[config.mk]
export PLATFORM = sky130hd
export DESIGN_NAME = stopwatch_ctrl
export DESIGN_NICKNAME = d
export VERILOG_FILES = /design/src/rtl/stopwatch_ctrl.sv
export SDC_FILE = /design/constraint.sdc
export NUM_CORES = 1
export LEC_CHECK = 0
export CORE_MARGIN = 10
export CORE_UTILIZATION = 25
export CTS_BUF_LIST = sky130_fd_sc_hd__clkbuf_4 sky130_fd_sc_hd__clkbuf_8
export DETAILED_ROUTE_END_ITERATION = 7
export PLACE_DENSITY = 0.39
export SYNTH_ARGS = -nofsm -noshare
export SYNTH_HDL_FRONTEND = slang
export SYNTH_SLANG_ARGS = --single-unit
[constraint.sdc]
create_clock -name clk -period 2.4 [get_ports clk]
set_input_delay 0.48 -clock clk [delete_from_list [all_inputs] [get_ports clk]]
set_output_delay 0.48 -clock clk [all_outputs]
set_load 0.1 [all_outputs]
[src/rtl/stopwatch_ctrl.sv]
// Stopwatch sequencer: debounces three raw buttons into press pulses and drives
// an external BCD Counter (init/enable), with lap freeze and optional stop at 99.
//
// state     | meaning
// ----------+-------------------------------------------------------------
// S_IDLE    | counter stopped and cleared, waiting for start
// S_RUNNING | counter enabled, display follows time_reading
// S_LAP     | counter enabled, display frozen on captured lap value
// S_PAUSED  | counter stopped, reading held; only clear leaves after max
module stopwatch_ctrl #(
  parameter int DEBOUNCE_CYCLES = 1000000,
  parameter bit STOP_AT_MAX     = 1'b1
) (
  input  logic       clk,
  input  logic       init_regs,
  input  logic       btn_start_stop,
  input  logic       btn_clear,
  input  logic       btn_lap,
  input  logic [7:0] time_reading,
  output logic       counter_init,
  output logic       counter_enable,
  output logic [7:0] display_value,
  output logic       lap_active,
  output logic       max_reached
);

  localparam int CW = (DEBOUNCE_CYCLES > 1) ? $clog2(DEBOUNCE_CYCLES) : 1;
  localparam logic [CW-1:0] CNT_TC = CW'(DEBOUNCE_CYCLES - 1);

  typedef enum logic [1:0] {
    S_IDLE    = 2'd0,
    S_RUNNING = 2'd1,
    S_LAP     = 2'd2,
    S_PAUSED  = 2'd3
  } state_t;

  // bit 0 = start/stop, bit 1 = clear, bit 2 = lap
  logic [2:0]         btn_raw;
  logic [2:0]         sync1;
  logic [2:0]         sync2;
  logic [1:0]         sync_vld;
  logic [2:0]         level;
  logic [2:0]         level_d;
  logic [2:0]         armed;
  logic [2:0]         press;
  logic [2:0][CW-1:0] db_cnt;

  state_t     state;
  logic [7:0] lap_reg;
  logic       ev_clear;
  logic       ev_ss;
  logic       ev_lap;
  logic       at_max;

  assign btn_raw = {btn_lap, btn_clear, btn_start_stop};

  // A button is armed only after it has been seen released since reset, so a
  // button held through reset cannot produce a press until pressed again.
  always_ff @(posedge clk) begin
    if (!init_regs) begin
      sync1    <= '0;
      sync2    <= '0;
      sync_vld <= '0;
      level    <= '0;
      level_d  <= '0;
      armed    <= '0;
      press    <= '0;
      db_cnt   <= '0;
    end else begin
      sync1    <= btn_raw;
      sync2    <= sync1;
      sync_vld <= {sync_vld[0], 1'b1};
      level_d  <= level;
      press    <= level & ~level_d & armed;
      for (int i = 0; i < 3; i++) begin
        if (sync2[i] == level[i]) begin
          db_cnt[i] <= '0;
        end else if (db_cnt[i] == CNT_TC) begin
          level[i]  <= sync2[i];
          db_cnt[i] <= '0;
        end else begin
          db_cnt[i] <= db_cnt[i] + 1'b1;
        end
        if (sync_vld[1] && !sync2[i] && !level[i]) begin
          armed[i] <= 1'b1;
        end
      end
    end
  end

  // Highest-priority pulse wins; the others in the same cycle are dropped.
  assign ev_clear = press[1];
  assign ev_ss    = press[0] & ~press[1];
  assign ev_lap   = press[2] & ~press[1] & ~press[0];
  assign at_max   = STOP_AT_MAX && (time_reading == 8'h99);

  always_ff @(posedge clk) begin
    if (!init_regs) begin
      state          <= S_IDLE;
      counter_init   <= 1'b1;
      counter_enable <= 1'b0;
      lap_reg        <= 8'h00;
      lap_active     <= 1'b0;
      max_reached    <= 1'b0;
    end else begin
      counter_init <= 1'b0;
      case (state)
        S_IDLE: begin
          if (ev_clear) begin
            counter_init <= 1'b1;
            max_reached  <= 1'b0;
          end else if (ev_ss) begin
            state          <= S_RUNNING;
            counter_enable <= 1'b1;
          end
        end
        S_RUNNING: begin
          if (at_max) begin
            state          <= S_PAUSED;
            counter_enable <= 1'b0;
            max_reached    <= 1'b1;
          end else if (ev_ss) begin
            state          <= S_PAUSED;
            counter_enable <= 1'b0;
          end else if (ev_lap) begin
            state      <= S_LAP;
            lap_active <= 1'b1;
            lap_reg    <= time_reading;
          end
        end
        S_LAP: begin
          if (at_max) begin
            state          <= S_PAUSED;
            counter_enable <= 1'b0;
            lap_active     <= 1'b0;
            max_reached    <= 1'b1;
          end else if (ev_ss) begin
            state          <= S_PAUSED;
            counter_enable <= 1'b0;
            lap_active     <= 1'b0;
          end else if (ev_lap) begin
            state      <= S_RUNNING;
            lap_active <= 1'b0;
          end
        end
        S_PAUSED: begin
          if (ev_clear) begin
            state        <= S_IDLE;
            counter_init <= 1'b1;
            max_reached  <= 1'b0;
          end else if (ev_ss && !max_reached) begin
            state          <= S_RUNNING;
            counter_enable <= 1'b1;
          end
        end
        default: begin
          state          <= S_IDLE;
          counter_enable <= 1'b0;
          lap_active     <= 1'b0;
        end
      endcase
    end
  end

  assign display_value = lap_active ? lap_reg : time_reading;

endmodule

* Word-level counts from Yosys, hierarchy flattened
Index checks and enable logic that the tools add are counted.
Operators by class: reduce and logical (&&, ||, !) cells 29, multiplexer cells 32, add/sub/neg operators 3, equal/unequal tests 23, bitwise gates (word level) 14
Operators with widths (number):
- 20-bit by 1-bit adder with 20-bit output, second input constant | 3
- 20-bit == test, second input constant | 3
- 2-bit two-way mux | 10
- 1-bit two-way mux | 17
- 5-bit AND reduction | 3
- 2-bit inequality test, second input constant | 7
- 3-bit OR reduction | 3
- 8-bit == test, second input constant | 1
- 8-bit two-way mux | 1
- 4-bit inequality test, second input constant | 2
- 1-bit NOT | 8
- 2-bit case mux with 4 select lines | 1
- 2-bit AND reduction | 4
- 1-bit logical AND | 7
- 1-bit zero test | 7
- 3-bit AND | 2
- 2-bit == test, second input constant | 2
- 2-bit by 1-bit inequality test with 1-bit output, second input constant | 2
- 1-bit case mux with 2 select lines | 2
- 4-bit AND reduction | 1
- 2-bit OR reduction | 2
- 1-bit AND | 3
- 1-bit == test | 3
- 3-bit by 1-bit inequality test with 1-bit output, second input constant | 1
- other kinds (6) | 6
Word-level totals: flip-flop bits (word level) 94, bits of input ports 13, word-level logic and storage cells 122, output and inout bits 12

* Logic depth before layout (Yosys ltp)
word-level depth 7, gate-level depth with buffers 6, gate-level depth less buffers 5

* Worst setup path after synthesis
No wires, ideal clock.
path kind register to output, start register lap_active, end output port display_value[0], data required time 1.920 ns, stages on the path, launching flop included 3, arrival 1.892 ns, slack 0.028 ns, cell sequence dfxtp_1 clkbuf_1 mux2_2
On the way: longest elaborated chain between the ends 1
Ends and longest elaborated chain:
- from (decl) | line 23 | output logic lap_active,
- from (signal assigned) | line 103 | lap_active <= 1'b0;
- from (signal assigned) | line 127 | lap_active <= 1'b1;
- from (signal assigned) | line 135 | lap_active <= 1'b0;
- 8-bit two-way mux | line 165 | assign display_value = lap_active ? lap_reg : time_reading;
- to (decl) | line 22 | output logic [7:0] display_value,
Every way passes these cells.

* Worst setup path after layout
start register db_cnt[32] in the netlist's numbering, end register db_cnt[29] in the netlist's numbering
On the way: longest elaborated chain between the ends 2
Ends and longest elaborated chain:
- from (decl) | line 46 | logic [2:0][CW-1:0] db_cnt;
- from (signal, indexed assignment) | line 82 | db_cnt[i] <= db_cnt[i] + 1'b1;
- 20-bit == test | line 78 | end else if (db_cnt[i] == CNT_TC) begin
- 3-bit OR reduction (no line)
Every way passes these cells. A chain may end at the register's enable or synchronous reset.

==> run summary <==
delay-heaviest family, CP - simple AND/OR/NAND/NOR gates
hold path endpoint - sync2[1]$_SDFF_PN0_
Fin. Hold Viols - 0
DIE HEIGHT - 148.4 um
GP Congestion - 0.7493
first-pass GRT wire length - 14,770 um
Mapped Area - 4123 sq um
cts bufs inserted - 9
pin count of the biggest net entering global routing - 21
Worst Setup End Kind - flop
Async SR Flop Fraction - 0%
R2R Path Start - db_cnt[32]$_SDFF_PP0_
Slew headroom - 67.07%
number of global-route vias before repair - 3,013
share of post-route cells with drive strength above 1 - 11.43%
CTS tree - done
unrepaired setup endpoints after global routing - no
Worst-Skew Late Latency - 380 ps
Yosys reg bits - 94
final period utilization - 86.93%
leakage power - 1.640 nW
WP buf/inv - 1
Synth area leaders - dfxtp_1, nor2_1, xnor2_1
fin crit period - 2086 ps
power per cell area - 634.5 nW/um^2
core region area - 16,000 sq um
clock skew - 8.414 ps
I/O pins - 25
Worst path slowest cell - or4_1
Overall Global Routing Usage - 8.233%
hold depth - 1
fin nets - 506
R2R setup slack - 310 ps
grt total ovfl - 0
YS warnings - 0
detailed-route vias per instance - 4.511
Worst Path Required - 2680 ps
footprint of the multi-input gates - 2085 sq um
CP Max Fanout - 20
CP Cell Sequence - or4b_1 > or4_1 > o211ai_1 > buf_4 > nor2_1
antenna viol nets, final - 0
Post-route DRC - 0
Primary FF master, synth - dfxtp_1
clk root buf - clkbuf_8
Sequential Area - 1882 sq um
Filler Cells Inserted - 1,727
H-tree depth reported by CTS - 3
initial antenna violation count - 0
Setup CP Type - flop to flop
worst r2r path cells - 5
Hold Crit Start - sync1[1]$_SDFF_PN0_
initial DRC count - 143
port bufs - 24
post-synth top area share - 45.64%
# resized after CTS - 0
outcome - finished, final reports clean
EDFF count, synth - 0
Worst Hold Class - flop to flop
gr busiest metal - met2
met3 usage - 3.307%
fmax - 0.4793 GHz
num rows - 46
DR WL/cell - 12.30 um
Worst IR Drop VDD - 0.0002891 V
GRT met1 Usage - 10.27%
starting density of the core - 25.77%
Final setup viols - 0
Max Slew Vio Count - 0
Antenna Cells - 0
die area - 22,030 sq um
Avg Inst Size Synth - 9.081 sq um
flip-flop count of the largest register after layout - 60
Post-Route WL - 8685 um
Clock Pin Slew Worst Setup and Hold Paths - 100 ps
RR Endpoint - db_cnt[29]$_SDFF_PP0_
Synthesized Nets - 475
Largest stage delay, worst path - 550 ps
Clock Sinks - 94
chip width - 148.4 um
max-cap viol count - 0
setup tns final - 0 ps
final core utilization - 30.97%
Slew @ Worst Pin - 481.5 ps
Layout area overhead - 20.18%
Data arrival, critical path - 2360 ps
cells after synthesis - 454
Synth cell types - 54
leading area contributor after synthesis - dfxtp_1
sequential area share after synthesis - 45.64%
met2 usage - 12.39%
hold_buf cts - 0
Setup Fix Bufs, Post-CTS - 0
DP HPWL - 6079 um
drt pass-1 iters - 4
Worst Setup Start Kind - flop
Vias - 3,185
CTS max path bufs - 2
## kinds of logic (layout without fill, tap and decap cells)
group	Yosys count	count (layout)	synth area share, %
multiplexers	17	17	4.370
flip-flops	94	94	45.64
XOR/XNOR	39	39	8.285
adder cells (fa/ha/maj)	8	8	2.428
buffers and inverters	37	73	3.793
AO/OA/AOI/OAI	66	66	9.742
AND/OR/NAND/NOR	193	193	25.74
## cells in the mapped netlist, types with 2 or more instances
cell type	count
a21oi_1	26
and2_1	12
and3_1	3
and3b_1	4
and4_1	2
buf_2	2
buf_4	2
clkbuf_1	8
dfxtp_1	94
ha_1	8
inv_1	23
mux2_2	8
mux2i_1	9
nand2_1	19
nand3_1	17
nand4_1	9
nand4bb_1	2
nor2_1	60
nor2b_1	3
nor3_1	10
nor4_1	7
nor4b_1	2
o211ai_1	3
o21a_1	2
o21ai_0	16
o31ai_1	8
or2_2	5
or3_1	15
or4_1	13
xnor2_1	25
xor2_1	14
## worst register-to-register path, stage by stage (launching register included)
cell	delay (ps)
dfxtp_1	360
or4b_1	540
or4_1	550
o211ai_1	180
buf_4	270
nor2_1	90
## final cells by class
class / count / share of cell area (%)
Multi-Input combinational cell: 323 / 42.07
Sequential cell: 94 / 37.98
Timing Repair Buffer: 34 / 7.778
Tap cell: 216 / 5.455
Clock buffer: 9 / 2.500
Clock inverter: 7 / 2.475
Inverter: 23 / 1.742
## cells in the final DEF, fill, tap and decap left out, types with 3 or more instances in the layout
master and n:
or2_2 5, clkdlybuf4s50_1 12, nand3_1 17, a21oi_1 26, xor2_1 14, o31ai_1 8, nand4_1 9, o21ai_0 16
dfxtp_1 94, buf_12 8, nor4_1 7, nand2_1 19, nor2_1 60, xnor2_1 25, nor3_1 10, or4_1 13
mux2_2 8, nor2b_1 3, clkbuf_8 9, and3b_1 4, and2_1 12, bufinv_16 3, o211ai_1 3, ha_1 8
buf_4 14, inv_1 23, or3_1 15, and3_1 3, mux2i_1 9
## routing by layer
layer  vias to the layer above  part of all wire [%]
li1                       1655                     -
met1                      1499                    51
met2                        22                    44
met3                         9                   3.5
met4                         0                   1.5
met5                         -                     0
## per-stage QoR
| stage | worst slack [ps] | area [sq um] | hold slack [ps] | total power, W | instances |
|---|---|---|---|---|---|
| after floorplan | 28.44 | 4123 | 411.9 | 0.001793 | 454 |
| after CTS | 258.3 | 4955 | 442.2 | 0.003212 | 706 |
| after global routing | 151.5 | 4955 | 461.4 | 0.003276 | 706 |
| final | 313.6 | 4955 | 438.5 | 0.003144 | 706 |
| after global placement | 231.3 | 4708 | 418.6 | 0.001884 | 690 |
| after detailed placement | 160.9 | 4708 | 422.1 | 0.001884 | 690 |
## worst max path at each step
stage / from / end / slack (ps) / cells past startpoint
final: db_cnt[32]$_SDFF_PP0_ / db_cnt[29]$_SDFF_PP0_ / 310 / 5
after global routing: db_cnt[32]$_SDFF_PP0_ / db_cnt[23]$_SDFF_PP0_ / 150 / 5
after CTS: lap_active$_SDFFE_PN0P_ / display_value[1] / 260 / 2
after detailed placement: time_reading[5] / state[0]$_SDFFE_PN0P_ / 160 / 5
after global placement: time_reading[5] / state[0]$_SDFFE_PN0P_ / 230 / 5
after floorplan: lap_active$_SDFFE_PN0P_ / display_value[0] / 30 / 2
## power by group
group	internal [W]	leakage [nW]	switching, W	total, W
registers	0.00158	0.760	0.0000130	0.00159
logic	0.0000947	0.765	0.000160	0.000255
clock network	0.000695	0.116	0.000603	0.00130
total	0.00237	1.64	0.000776	0.00314
Power figures use the tool's default switching activity.
